--- src/rtl/color_pkg.sv ---
// Shared codes for the colour-sense block: filter select, colour result and FSM states.
package color_pkg;

  localparam logic [1:0] FILT_RED   = 2'd0;
  localparam logic [1:0] FILT_BLUE  = 2'd1;
  localparam logic [1:0] FILT_CLEAR = 2'd2;
  localparam logic [1:0] FILT_GREEN = 2'd3;

  localparam logic [1:0] COL_NONE  = 2'd0;
  localparam logic [1:0] COL_RED   = 2'd1;
  localparam logic [1:0] COL_GREEN = 2'd2;
  localparam logic [1:0] COL_BLUE  = 2'd3;

  typedef enum logic [1:0] {
    S_GREEN,
    S_RED,
    S_BLUE,
    S_DECIDE
  } state_t;

endpackage

--- src/rtl/edge_counter.sv ---
// Synchronises cs_out, detects rising edges and counts them with clear and saturation.
// Edge-to-count latency 3 cycles; no backpressure, clr wins over cnt_en.
module edge_counter #(
  parameter int CNT_W = 10
) (
  input  logic             clk_1MHz,
  input  logic             reset,
  input  logic             cs_out,
  input  logic             clr,
  input  logic             cnt_en,
  output logic [CNT_W-1:0] cnt
);

  logic meta_q, sync_q, sync_qq;
  logic rise;

  assign rise = sync_q & ~sync_qq;

  always_ff @(posedge clk_1MHz or posedge reset) begin
    if (reset) begin
      meta_q  <= 1'b0;
      sync_q  <= 1'b0;
      sync_qq <= 1'b0;
      cnt     <= '0;
    end else begin
      meta_q  <= cs_out;
      sync_q  <= meta_q;
      sync_qq <= sync_q;
      if (clr)
        cnt <= '0;
      else if (cnt_en && rise && (cnt != '1))
        cnt <= cnt + 1'b1;
    end
  end

endmodule

--- src/rtl/color_sense_fsm.sv ---
// Steps the sensor filter G->R->B, counts cs_out edges per window, classifies once per frame.
// Result 3*(SETTLE+WIN)+1 cycles per frame, no backpressure; COLOR_HYST_EN adds HYST_N-frame hysteresis on color.
module color_sense_fsm
  import color_pkg::*;
#(
  parameter int CNT_W     = 10,
  parameter int WIN       = 500,
  parameter int SETTLE    = 8,
  parameter int MIN_COUNT = 4
`ifdef COLOR_HYST_EN
  , parameter int HYST_N  = 3
`endif
) (
  input  logic             clk_1MHz,
  input  logic             reset,
  input  logic             en,
  input  logic             cs_out,
  output logic [1:0]       filter,
  output logic [1:0]       color,
  output logic             color_valid,
  output logic [CNT_W-1:0] red_cnt,
  output logic [CNT_W-1:0] green_cnt,
  output logic [CNT_W-1:0] blue_cnt
);

  localparam int PHASE = SETTLE + WIN;
  localparam int TW    = (PHASE > 1) ? $clog2(PHASE) : 1;

  state_t           state;
  logic [TW-1:0]    tick;
  logic [CNT_W-1:0] cnt, green_r, red_r;
  logic [1:0]       raw;
  logic             measuring, last, clr, cnt_en;

  function automatic logic [1:0] classify(input logic [CNT_W-1:0] r, g, b);
    logic [CNT_W-1:0] mx;
    classify = COL_NONE;
    if (r > g && r > b)      classify = COL_RED;
    else if (g > r && g > b) classify = COL_GREEN;
    else if (b > r && b > g) classify = COL_BLUE;
    mx = (r > g) ? r : g;
    mx = (b > mx) ? b : mx;
    if (mx < CNT_W'(MIN_COUNT)) classify = COL_NONE;
  endfunction

  assign measuring = (state != S_DECIDE);
  assign last      = (tick == TW'(PHASE - 1));
  assign cnt_en    = en && measuring && (tick >= TW'(SETTLE));
  // One counter serves all channels; it restarts in the first (settle) cycle of each measure state.
  assign clr       = !en || (measuring && (tick == '0));
  assign raw       = classify(red_r, green_r, cnt);

  edge_counter #(.CNT_W(CNT_W)) u_edge (
    .clk_1MHz (clk_1MHz),
    .reset    (reset),
    .cs_out   (cs_out),
    .clr      (clr),
    .cnt_en   (cnt_en),
    .cnt      (cnt)
  );

`ifdef COLOR_HYST_EN
  localparam int HW = $clog2(HYST_N + 1);
  logic [1:0]    run_val;
  logic [HW-1:0] run_len, run_next;

  always_comb begin
    run_next = HW'(1);
    if (raw == run_val && run_len != '0)
      run_next = (run_len == HW'(HYST_N)) ? run_len : run_len + 1'b1;
  end
`endif

  always_ff @(posedge clk_1MHz or posedge reset) begin
    if (reset) begin
      state       <= S_GREEN;
      tick        <= '0;
      filter      <= FILT_GREEN;
      color       <= COL_NONE;
      color_valid <= 1'b0;
      red_cnt     <= '0;
      green_cnt   <= '0;
      blue_cnt    <= '0;
      green_r     <= '0;
      red_r       <= '0;
`ifdef COLOR_HYST_EN
      run_val     <= COL_NONE;
      run_len     <= '0;
`endif
    end else if (!en) begin
      state       <= S_GREEN;
      tick        <= '0;
      filter      <= FILT_GREEN;
      color_valid <= 1'b0;
`ifdef COLOR_HYST_EN
      run_len     <= '0;
`endif
    end else begin
      color_valid <= 1'b0;
      case (state)
        S_GREEN: begin
          if (last) begin
            state  <= S_RED;
            filter <= FILT_RED;
            tick   <= '0;
          end else tick <= tick + 1'b1;
        end
        S_RED: begin
          if (tick == '0) green_r <= cnt;
          if (last) begin
            state  <= S_BLUE;
            filter <= FILT_BLUE;
            tick   <= '0;
          end else tick <= tick + 1'b1;
        end
        S_BLUE: begin
          if (tick == '0) red_r <= cnt;
          if (last) begin
            state  <= S_DECIDE;
            filter <= FILT_CLEAR;
            tick   <= '0;
          end else tick <= tick + 1'b1;
        end
        default: begin
          red_cnt     <= red_r;
          green_cnt   <= green_r;
          blue_cnt    <= cnt;
          color_valid <= 1'b1;
`ifdef COLOR_HYST_EN
          run_val <= raw;
          run_len <= run_next;
          if (run_next == HW'(HYST_N)) color <= raw;
`else
          color   <= raw;
`endif
          state  <= S_GREEN;
          filter <= FILT_GREEN;
          tick   <= '0;
        end
      endcase
    end
  end

endmodule

--- config.mk ---
export PLATFORM = sky130hd
export DESIGN_NAME = color_sense_fsm
export DESIGN_NICKNAME = d
export VERILOG_FILES = /design/src/rtl/color_pkg.sv /design/src/rtl/edge_counter.sv /design/src/rtl/color_sense_fsm.sv
export SDC_FILE = /design/constraint.sdc
export NUM_CORES = 1
export LEC_CHECK = 0
export ABC_AREA = 1
export CAP_MARGIN = 15
export CORE_MARGIN = 1.5
export CORE_UTILIZATION = 50
export DETAILED_ROUTE_END_ITERATION = 6
export PLACE_DENSITY_LB_ADDON = 0.08
export SLEW_MARGIN = 20
export SYNTH_ARGS = -nofsm -noshare
export SYNTH_HDL_FRONTEND = slang
export SYNTH_SLANG_ARGS = --single-unit
--- constraint.sdc ---
create_clock -name clk_1MHz -period 3.7 [get_ports clk_1MHz]
set_input_delay 0.74 -clock clk_1MHz [delete_from_list [all_inputs] [get_ports clk_1MHz]]
set_output_delay 0.74 -clock clk_1MHz [all_outputs]
set_load 0.1 [all_outputs]
# Word level (Yosys, flattened, before mapping)
# Index checks and enable logic that the tools add are counted.
dict set report classes {
  magnitude_cmp 9
  bitwise 3
  eq_ne 8
  muxes 21
  addsub 2
  reduce_logical 18
}
# operator n
set op_table {}
lappend op_table {{> comparator 10 bit} 7}
lappend op_table {{two-way mux 10 bit} 4}
lappend op_table {{two-way mux 9 bit} 3}
lappend op_table {{two-way mux 2 bit} 10}
lappend op_table {{case mux 2 bit (3 select lines)} 2}
lappend op_table {{adder 10 x 1 -> 10 bit (second input constant)} 1}
lappend op_table {{< comparator 10 x 3 -> 1 bit (second input constant)} 1}
lappend op_table {{!= test 10 bit (second input constant)} 1}
lappend op_table {{adder 9 x 1 -> 9 bit (second input constant)} 1}
lappend op_table {{equality test 9 bit (second input constant)} 1}
lappend op_table {{>= comparator 9 x 4 -> 1 bit (second input constant)} 1}
lappend op_table {{logical NOT 9 bit} 1}
lappend op_table {{!= test 3 bit (second input constant)} 3}
lappend op_table {{AND reduction 3 bit} 3}
lappend op_table {{logical AND 1 bit} 8}
lappend op_table {{OR reduction 3 bit} 1}
lappend op_table {{equality test 2 x 1 -> 1 bit (second input constant)} 1}
lappend op_table {{equality test 2 bit (second input constant)} 1}
lappend op_table {{logical NOT 2 bit} 1}
lappend op_table {{two-way mux 1 bit} 2}
lappend op_table {{!= test 2 bit (second input constant)} 1}
lappend op_table {{NOT 1 bit} 2}
lappend op_table {{AND reduction 2 bit} 1}
lappend op_table {{nonzero test 2 bit} 1}
lappend op_table {{other kinds (3)} 3}
dict set report word_totals {
  out_inout_bits 35
  ff_bits 79
  inputBits 4
}

# Logic depth before layout (Yosys ltp)
# Gate-level depths: netlist of run 1.
dict set report logic_depth {
  word_depth 7
  depth_mapped 26
  depth_no_buf 25
}

# By module
# A second synthesis of run 1 with hierarchy kept.
dict set report unflattened {
  hier_cells 548
  area_unflattened_um2 4534.3
}
# mod instances area_each_um2 cells_each
set modules_own_cells {}
lappend modules_own_cells {color_sense_fsm 1 3818.7 459}
lappend modules_own_cells {edge_counter 1 715.7 89}

# Worst setup path after synthesis of run 1
# Ideal clock, no wire load.
dict set report synth_timing {
  kind {flip-flop to flip-flop}
  from {register green_r[9]}
  to {register color[0]}
  setup_slack_ns 0.965
  arrival_time_ns 2.615
  t_required_ns 3.580
  period_less_slack_ns 2.735
  stages_incl_launch_ff 21
  setup_time_ns 0.120
  n_path_buf 1
  cell_sequence {dfrtp_1 > inv_1 > ha_1 > nand2_1 > inv_1 > a21oi_1 > nand3_2 > nand2_2 > buf_6 > nand2_1 > and2_1 > ha_1 > nand2_1 > nor2_1 > nand4_1 > nand2_1 > nand3_1 > nor2_1 > nand3_1 > nand3_1 > nand2_1}
}
dict set report synth_between {
  elab_chain_len 6
  word_cells_on_any_way 15
}
# item line
set synth_lines {}
lappend synth_lines {{start, declared} color_sense_fsm.sv:31} ;# logic [CNT_W-1:0] cnt, green_r, red_r;
lappend synth_lines {{start signal, assigned} color_sense_fsm.sv:109} ;# if (tick == '0) green_r <= cnt;
lappend synth_lines {{> comparator 10 bit, on equally long branches} {color_sense_fsm.sv:38, color_sense_fsm.sv:41, color_sense_fsm.sv:40}}
lappend synth_lines {{two-way mux 10 bit or logical AND 1 bit (tied branches)} {color_sense_fsm.sv:41, color_sense_fsm.sv:40}}
lappend synth_lines {{> comparator 10 bit or two-way mux 2 bit (tied branches)} {color_sense_fsm.sv:42, color_sense_fsm.sv:40}}
lappend synth_lines {{two-way mux 10 bit or two-way mux 2 bit (tied branches)} {color_sense_fsm.sv:42, color_sense_fsm.sv:39}}
lappend synth_lines {{< comparator 10 x 3 -> 1 bit or two-way mux 2 bit (tied branches)} {color_sense_fsm.sv:43, color_sense_fsm.sv:38}}
lappend synth_lines {{two-way mux 2 bit *} color_sense_fsm.sv:43} ;# if (mx < CNT_W'(MIN_COUNT)) classify = COL_NONE;
lappend synth_lines {{end signal, assigned} color_sense_fsm.sv:134} ;# color <= raw;
lappend synth_lines {{end, declared} color_sense_fsm.sv:19} ;# output logic [1:0] color,
# Mark *: on every way between the ends. The rest lies on a longest branch, timed or not.
# A chain may end at the register's enable or synchronous reset.

# Final worst setup path of run 1
# Ends and elaborated chain as after synthesis.

==> results of run 1 <==
## how the worst min path moves through the flow
stage	start	end	slack [ns]
4_1_cts	u_edge.meta_q$_DFF_PP0_	u_edge.sync_q$_DFF_PP0_	0.37
6_report	u_edge.meta_q$_DFF_PP0_	u_edge.sync_q$_DFF_PP0_	0.36
3_3_place_gp	u_edge.meta_q$_DFF_PP0_	u_edge.sync_q$_DFF_PP0_	0.34
5_1_grt	u_edge.meta_q$_DFF_PP0_	u_edge.sync_q$_DFF_PP0_	0.37
2_1_floorplan	u_edge.meta_q$_DFF_PP0_	u_edge.sync_q$_DFF_PP0_	0.33
3_5_place_dp	u_edge.meta_q$_DFF_PP0_	u_edge.sync_q$_DFF_PP0_	0.34
## layout make-up
class                      instances  area [sq um]
clock inverter                     7         55.05
tap                              105         131.4
timing repair buffer              41         402.9
multi-input combinational        362          2095
sequential                        79          1979
clock buffer                       9         123.9
inverter                          62         234.0
fill                             750          3319
## where the power goes
group	total [uW]	internal (uW)	switching (uW)	leakage, uW
combinational	936	249	688	0.00117
sequential	974	933	41.0	0.00108
clock	598	249	349	0.0000862
## sequential cells by signal, summed over array words and instances (netlist names)
| register | cells |
|---|---|
| blue_cnt | 10 |
| green_cnt | 10 |
| green_r | 10 |
| red_cnt | 10 |
| red_r | 10 |
| u_edge.cnt | 10 |
| tick | 9 |
| color | 2 |
| filter | 2 |
| state | 2 |
| color_valid | 1 |
| u_edge.meta_q | 1 |
| u_edge.sync_q | 1 |
| u_edge.sync_qq | 1 |
## cells by family (layout without fill, tap and decap cells)
group,Yosys count,count (layout),synth area share
AO/OA/AOI/OAI,94,94,0.1169
buffers and inverters,74,119,0.06548
adder cells (fa/ha/maj),47,47,0.1350
flip-flops,79,79,0.4543
AND/OR/NAND/NOR,216,216,0.2183
XOR/XNOR,5,5,0.01005
## critical path, stage by stage, from the launching register on
cell     delay, ns
dfrtp_1       0.39
inv_1         0.09
ha_1          0.30
nand2_1       0.10
nor2_2        0.16
nand4_1       0.24
nand2_2       0.30
nand2_1       0.07
o21ai_0       0.12
inv_1         0.07
ha_1          0.27
nand2_1       0.07
inv_1         0.06
nand3_1       0.07
nand3_1       0.09
nand2_1       0.07
nand3_1       0.08
nand2_1       0.07
nand3_1       0.07
nor2_1        0.10
nand3_1       0.10
nand3_1       0.10
nand2_1       0.05
## Yosys cell counts, types with 2 or more instances
library cell  count  area share
a21oi_1          18       0.021
buf_1             2      0.0017
clkbuf_1          9      0.0078
dfrtp_1          77        0.44
dfstp_2           2       0.012
ha_1             47        0.13
inv_1            61       0.053
nand2_1         128        0.11
nand2_2           4      0.0057
nand3_1          21       0.024
nand4_1          10       0.014
nor2_1           31       0.027
nor2_2            2      0.0029
nor3_1            5      0.0057
nor3_2            2      0.0046
nor3b_1           4      0.0069
nor3b_2           2      0.0057
nor4_1            2      0.0029
o211ai_1          2      0.0034
o21a_1            2      0.0034
o21ai_0          66       0.076
xor2_1            4      0.0080
## layer usage
metal	vias to the layer above	routed length [um]	global-route usage
li1	1771	-	-
met1	1641	4550	0.3006
met2	60	4948	0.4120
met3	18	306	0.04265
met4	0	242	0.09541
met5	-	0	0
## metrics by stage
step                      hold WS [ns]  instance area (sq um)    util
after global routing            0.3746                   5021  0.6020
after global placement          0.3355                   4842  0.5806
after CTS                       0.3653                   5021  0.6020
after floorplan                 0.3312                   4357       -
final                           0.3595                   5021  0.6020
after detailed placement        0.3442                   4842  0.5806
==> impl_metrics.csv, run 1 <==
group,metric,value,unit
clock_network,cts_htree_levels,3,
synthesis,yosysWarnings,0,
floorplan,rows,33,
placed_design,placedCellCount,649,
sta,final-max-slew-violation-count,0,
global_route,first_global_vias,3343,
global_route,grt_max_degree,65,
clock_network,cts_root_buffer,"clkbuf_8",
floorplan,die_w,96.35,um
critical_path,critPathCaptureType,"register",
clock_network,cts.sinks,79,
sta,max_freq,313.6,MHz
synthesis,synthCells,515,
pwr,ir_drop,0.5363,mV
layout,area_growth,15.25,%
sta,min_period,3.189,ns
clock_network,post_cts_buffers,0,
routing,via_per_inst,5.248,
global_route,grt_use_total,0.2406,
pwr,p_per_area,499.7,mW/mm^2
routing,first_pass_iters,4,
pwr,p_total,2509,uW
global_route,grt_pass1_wl,16350,um
routing,ant_nets,0,
clock_network,cts_resized,0,
clock_network,clock_path_buffers,2,
layout,final_cell_mix,"127 x nand2_1, 77 x dfrtp_1, 66 x o21ai_0",
sta,layout_worst_path_cycle_share,0.8619,
synthesis,synth_nets,566,
global_route,overflow,0,
clock_network,insertion_delay,0.37,ns
clock_network,cts_buffers,9,
clock_network,hold_buffers,0,
sta,max_slew.worst_pin.slew,0.9812,ns
placed_design,hpwl,7571,um
sta,rsz0062_at_grt,"false",
synthesis,syn-cell-area,0.004357,sq mm
outcome,status,"finished, final reports clean",
layout,drive_above_1_share,0.06786,
floorplan,core-area,0.008341,sq mm
floorplan,start_util,0.5224,
placed_design,port_buffers,38,
critical_path,crit_start,"green_r[9]$_DFFE_PP0P_",
sta,setup_violations,0,
layout,final_common_cell,"nand2_1",
synthesis,synth_enable_flop_cells,0,
routing,drc,0,
routing,wirelength,10050,um
global_route,antenna_found_initial,0,
synthesis,avgSynthCellArea,8.460,sq um
floorplan,die-area,0.009282,sq mm
sta,finClkSkew,0.005822,ns
synthesis,synth_seq_area_share,0.4543,
layout,num_antenna_cells,0,
routing,wl_per_cell,15.11,um
critical_path,worst-r2r-setup-slack,0.51,ns
routing,drtIter0Drc,157,
worst_hold_path,hold_depth,0,
synthesis,ys.flop_type,"dfrtp_1",
critical_path,ff2ff_path_depth,22,
critical_path,reg2reg_to,"color[0]$_DFFE_PP0P_",
synthesis,yosys_register_bits,79,
routing,vias,3490,
placed_design,dp_worst_setup_slack,0.5380,ns
critical_path,crit_fanout,16,
sta,fin_ws,0.5111,ns
floorplan,io_pins,39,
critical_path,worstReg2RegStart,"green_r[9]$_DFFE_PP0P_",
worst_hold_path,worst_hold_path_type,"register to register",
critical_path,crit_type,"register to register",
layout,fin_cells,665,
layout,finalNetCount,606,
critical_path,worstPathRequired,3.97,ns
pwr,p_leak,0.002337,uW
clock_network,clk_pin_slew,0.09,ns
synthesis,async_flop_share,1.000,
placed_design,gp_congestion,0.9133,
sta,slew_headroom,0.3438,
clock_network,cts_tree,"done",
synthesis,synth_cell_types,36,
critical_path,startpoint_type,"register",
sta,final_hold_viol_count,0,
critical_path,worst_ep_arrival_time,3.46,ns
sta,tns,0,ns
run,drv_cap,0,
floorplan,die_height,96.35,um
critical_path,worstSetupEndpoint,"color[0]$_DFFE_PP0P_",
(Power assumes the default switching activity.)
==> inputs of run 2 (changes only) <==
--- a/config.mk
+++ b/config.mk
@@ -10,4 +10,5 @@
 export CORE_MARGIN = 1.5
 export CORE_UTILIZATION = 50
+export CTS_BUF_LIST = sky130_fd_sc_hd__clkbuf_8
 export DETAILED_ROUTE_END_ITERATION = 6
 export PLACE_DENSITY_LB_ADDON = 0.08
==> constraint.sdc (replaced) <==
create_clock -name clk_1MHz -period 3.7 [get_ports clk_1MHz]
set_input_delay 1.11 -clock clk_1MHz [delete_from_list [all_inputs] [get_ports clk_1MHz]]
set_output_delay 1.11 -clock clk_1MHz [all_outputs]
set_load 0.1 [all_outputs]
==> run 2 against run 1 <==
Clock skew increased by 0.0028 ns. Largest cell class unchanged. Combinational power down 2%. Cell count increased by 0.15%. Total power increased by 0.30%. Non-clock buffer count increased by 1. Sequential share of layout area rose by 0.46 points. Final area shrank 1.1%. Core utilization down 0.69 points.
==> impl_metrics.csv, run 2 (synthesized netlist as in run 1, its figures left out) <==
group,metric,value,unit
floorplan,core-area,0.008341,sq mm
routing,wl_per_cell,14.73,um
sta,slew_headroom,0.4556,
layout,final_common_cell,"nand2_1",
clock_network,clock_path_buffers,2,
routing,drtIter0Drc,125,
run,drv_cap,0,
global_route,first_global_vias,3251,
sta,finClkSkew,0.008639,ns
floorplan,start_util,0.5224,
pwr,ir_drop,0.4335,mV
global_route,grt_max_degree,65,
pwr,p_int,1447,uW
routing,ant_nets,0,
global_route,overflow,0,
clock_network,cts_resized,0,
pwr,switching_share,0.4251,
layout,post-route-util,0.5951,
floorplan,die_w,96.35,um
outcome,status,"finished, final reports clean",
pwr,p_sw,1070,uW
clock_network,cts.sinks,79,
sta,max_freq,312.7,MHz
layout,num_antenna_cells,0,
routing,vias,3540,
global_route,antenna_found_initial,0,
floorplan,die-area,0.009282,sq mm
sta,min_period,3.198,ns
worst_hold_path,hold_depth,0,
critical_path,ff2ff_path_depth,23,
clock_network,cts_root_buffer,"clkbuf_8",
critical_path,crit_start,"green_r[9]$_DFFE_PP0P_",
clock_network,post_cts_buffers,0,
routing,via_per_inst,5.315,
pwr,combPwrFrac,0.366,
critical_path,startpoint_type,"register",
routing,wirelength,9809,um
placed_design,hpwl,7304,um
sta,max_slew.worst_pin.slew,0.8144,ns
clock_network,cts_buffers,9,
pwr,p_leak,0.002422,uW
layout,finalNetCount,607,
pwr,sequentialPowerShare,0.387,
pwr,clkPwrFrac,0.247,
routing,drc,0,
worst_hold_path,hold_start,"u_edge.meta_q$_DFF_PP0_",
clock_network,clk_pin_slew,0.09,ns
routing,first_pass_iters,7,
placed_design,gp_congestion,0.9139,
floorplan,io_pins,39,
critical_path,worstPathRequired,3.95,ns
floorplan,die_height,96.35,um
critical_path,worstReg2RegStart,"green_r[9]$_DFFE_PP0P_",
layout,drive_above_1_share,0.1319,
layout,area_growth,13.93,%
sta,tns,0,ns
global_route,grt_pass1_wl,15920,um
clock_network,hold_buffers,0,
critical_path,worst_ep_arrival_time,3.45,ns
pwr,p_per_area,507.0,mW/mm^2
floorplan,rows,33,
worst_hold_path,worst_hold_path_type,"register to register",
critical_path,critPathCaptureType,"register",
sta,setup_violations,0,
critical_path,crit_fanout,16,
sta,final-max-slew-violation-count,0,
clock_network,insertion_delay,0.36,ns
sta,rsz0062_at_grt,"false",
sta,layout_worst_path_cycle_share,0.8644,
clock_network,cts_htree_levels,3,
placed_design,port_buffers,38,
sta,final_hold_viol_count,0,
layout,nFillCells,771,
global_route,grt_use_total,0.2327,
critical_path,crit_type,"register to register",
layout,final_cell_mix,"127 x nand2_1, 77 x dfrtp_1, 66 x o21ai_0",
clock_network,cts_tree,"done",
run 2: layout make-up:
type | instances | area [sq um] | area share
clock buffers | 10 | 137.6 | 0.02773
clock inverters | 6 | 51.30 | 0.01034
inverters | 62 | 234.0 | 0.04714
multi-input cells | 362 | 2095 | 0.4220
flip-flops and latches | 79 | 1979 | 0.3988
well taps | 105 | 131.4 | 0.02647
repair buffers | 42 | 335.3 | 0.06756
run 2: critical path, cell delays in order, from the launching register on:
cell     delay (ns)
dfrtp_1        0.38
inv_1          0.09
ha_1           0.32
nand2_1        0.13
inv_1          0.06
a21oi_1        0.22
nand3_2        0.18
nand2_2        0.27
nand2_1        0.08
o21ai_0        0.14
inv_1          0.08
ha_1           0.28
nand2_1        0.08
inv_1          0.05
nand3_1        0.06
nand3_1        0.07
nand2_1        0.06
nand3_1        0.08
nand2_1        0.07
nand3_1        0.07
nor2_1         0.10
nand3_1        0.10
nand3_1        0.08
nand2_1        0.05
run 2: per-layer routing:
metal	vias to the layer above	GRT usage	routed length, um
li1	1784	-	-
met1	1676	0.2990	4430
met2	66	0.3950	4828
met3	14	0.04186	384
met4	0	0.07729	165
met5	-	0	0
run 2: power groups by stage:
stage	registers [uW]	logic (uW)	clock network, uW
floorplan	1260	465	0
global placement	990	909	0
detailed placement	992	924	0
CTS	975	927	636
global route	983	1020	667
finish	975	921	620
run 2: stage by stage:
step | area, sq um | cells | worst slack (ns) | hold WS (ns) | total power, uW
floorplan | 4357 | 515 | 0.5699 | 0.3312 | 1726
global placement | 4775 | 650 | 0.5564 | 0.3348 | 1899
detailed placement | 4775 | 650 | 0.5341 | 0.3444 | 1916
CTS | 4964 | 666 | 0.5131 | 0.3654 | 2539
global route | 4964 | 666 | 0.1108 | 0.3780 | 2670
finish | 4964 | 666 | 0.5017 | 0.3597 | 2516
run 2: worst paths after layout:
| path | endpoint | slack [ns] |
|---|---|---|
| worst min register to register | u_edge.sync_q$_DFF_PP0_ | 0.36 |
| min in group asynchronous | green_r[6]$_DFFE_PP0P_ | 1.06 |
| max in group asynchronous | filter[0]$_DFFE_PP1P_ | 1.96 |
| worst max register to register | color[0]$_DFFE_PP0P_ | 0.50 |
| worst min-delay path | u_edge.sync_q$_DFF_PP0_ | 0.36 |
| worst max-delay path | color[0]$_DFFE_PP0P_ | 0.50 |
==> inputs of run 3 (changes only) <==
CORE_ASPECT_RATIO = 1.75   (was unset)
==> run 3 against run 2 <==
Core utilization is 0.36 points lower. First-iteration DRC count is 26% higher. Combinational power is 1% higher. Largest power group unchanged. Non-clock buffer count unchanged. Critical endpoint unchanged. Clock power is 10% lower. Die area is 0.24% higher.
==> impl_metrics.csv, run 3 (synthesized netlist as in run 1, its figures left out) <==
group,metric,value,unit
global_route,top_usage_layer,"met2",
clock_network,hold_buffers,0,
worst_hold_path,worst_hold_path_type,"register to register",
placed_design,dpl-instance-area,0.004786,sq mm
placed_design,hpwl,7829,um
critical_path,worstPathRequired,3.95,ns
sta,min_period,3.179,ns
sta,final-max-slew-violation-count,0,
floorplan,io_pins,39,
pwr,p_leak,0.002419,uW
global_route,use_met3,0.03813,
critical_path,worst_ep_arrival_time,3.43,ns
floorplan,core-area,0.008368,sq mm
layout,post-route-util,0.5915,
clock_network,post_cts_buffers,0,
placed_design,placedCellCount,660,
layout,fin_cells,675,
routing,drtIter0Drc,158,
sta,max_freq,314.6,MHz
clock_network,cts_root_buffer,"clkbuf_8",
clock_network,cts_tree,"done",
global_route,grt_use_total,0.2321,
floorplan,die_height,126.5,um
global_route,overflow,0,
sta,max_slew.worst_pin.slew,0.7360,ns
layout,num_antenna_cells,0,
routing,drc,0,
sta,rsz0062_at_grt,"false",
critical_path,startpoint_type,"register",
layout,area_growth,13.61,%
global_route,use_met1,0.2399,
critical_path,worst-r2r-setup-slack,0.52,ns
placed_design,port_buffers,38,
sta,slew_headroom,0.5080,
sta,final_hold_viol_count,0,
run,drv_cap,0,
layout,finalNetCount,607,
sta,layout_worst_path_cycle_share,0.8592,
floorplan,start_util,0.5206,
clock_network,cts.sinks,79,
global_route,antenna_found_initial,0,
pwr,p_total,2463,uW
clock_network,insertion_delay,0.36,ns
sta,tns,0,ns
placed_design,gp_congestion,0.9614,
clock_network,cts_htree_levels,3,
global_route,grt_pass1_wl,16350,um
routing,ant_nets,0,
floorplan,rows,44,
layout,stdcell_area,0.004950,sq mm
clock_network,cts_resized,0,
sta,setup_violations,0,
layout,drive_above_1_share,0.1286,
global_route,use_met2,0.4218,
layout,final_common_cell,"nand2_1",
pwr,ir_drop,0.4448,mV
routing,via_per_inst,5.178,
clock_network,clock_path_buffers,2,
floorplan,die-area,0.009304,sq mm
routing,vias,3495,
clock_network,cts_buffers,9,
critical_path,crit_type,"register to register",
layout,final_cell_mix,"127 x nand2_1, 77 x dfrtp_1, 66 x o21ai_0",
critical_path,crit_fanout,16,
critical_path,critPathCaptureType,"register",
global_route,grt_max_degree,65,
routing,wirelength,9974,um
sta,finClkSkew,0.007043,ns
global_route,first_global_vias,3528,
clock_network,clk_pin_slew,0.07,ns
routing,wl_per_cell,14.78,um
outcome,status,"finished, final reports clean",
floorplan,die_w,73.56,um
pwr,p_per_area,497.5,mW/mm^2
routing,first_pass_iters,4,
[run 3: cell types whose count changed in the layout (fill, tap and decap cells not counted), sizes merged]
| cell | change |
|---|---|
| clkinv | -1 |
[run 3: cell type report]
class	count	area (sq um)
clock inverters	5	26.28
fillers	830	3418
clock buffers	10	137.6
inverters	62	232.7
repair buffers	42	335.3
flip-flops and latches	79	1979
multi-input cells	362	2095
well taps	115	143.9
[run 3: through the flow]
| stage | setup WS [ns] | hold WS [ns] |
|---|---|---|
| floorplan | 0.5699 | 0.3312 |
| global placement | 0.6319 | 0.3339 |
| detailed placement | 0.5811 | 0.3389 |
| CTS | 0.5653 | 0.3568 |
| global route | 0.1194 | 0.3695 |
| finish | 0.5210 | 0.3530 |
[run 3: critical path: stages (launching register included)]
cell     delay (ns)
dfrtp_1        0.39
inv_1          0.10
ha_1           0.30
nand2_1        0.09
nor2_2         0.15
nand4_1        0.25
nand2_2        0.31
nand2_1        0.07
o21ai_0        0.12
inv_1          0.08
ha_1           0.27
nand2_1        0.07
nor2_1         0.21
nand4_1        0.15
nand2_1        0.10
nand3_1        0.08
nor2_1         0.11
nand3_1        0.10
nand3_1        0.09
nand2_1        0.05
[run 3: path summary, 6_finish.rpt]
kind                                          from                      end  depth (start not counted)
setup / recovery            green_r[9]$_DFFE_PP0P_     color[0]$_DFFE_PP0P_                         19
hold / removal             u_edge.meta_q$_DFF_PP0_  u_edge.sync_q$_DFF_PP0_                          0
setup reg to reg            green_r[9]$_DFFE_PP0P_     color[0]$_DFFE_PP0P_                         19
hold reg to reg            u_edge.meta_q$_DFF_PP0_  u_edge.sync_q$_DFF_PP0_                          0
max in group asynchronous                    reset   red_cnt[2]$_DFFE_PP0P_                          3
min in group asynchronous                    reset  blue_cnt[1]$_DFFE_PP0P_                          2
[run 3: metal layers]
layer  routed length [um]  part of all wire  vias up
met5                    0                 0        -
li1                     -                 -     1779
met4                  561             0.056        0
met1                 3823              0.38     1625
met3                  257             0.026       29
met2                 5332              0.53       62
[run 3: power by group]
group	total, uW	leakage [uW]	switching (uW)	internal, uW
combinational	933	0.00125	691	242
clock	555	0.0000891	303	252
sequential	975	0.00108	41.3	934
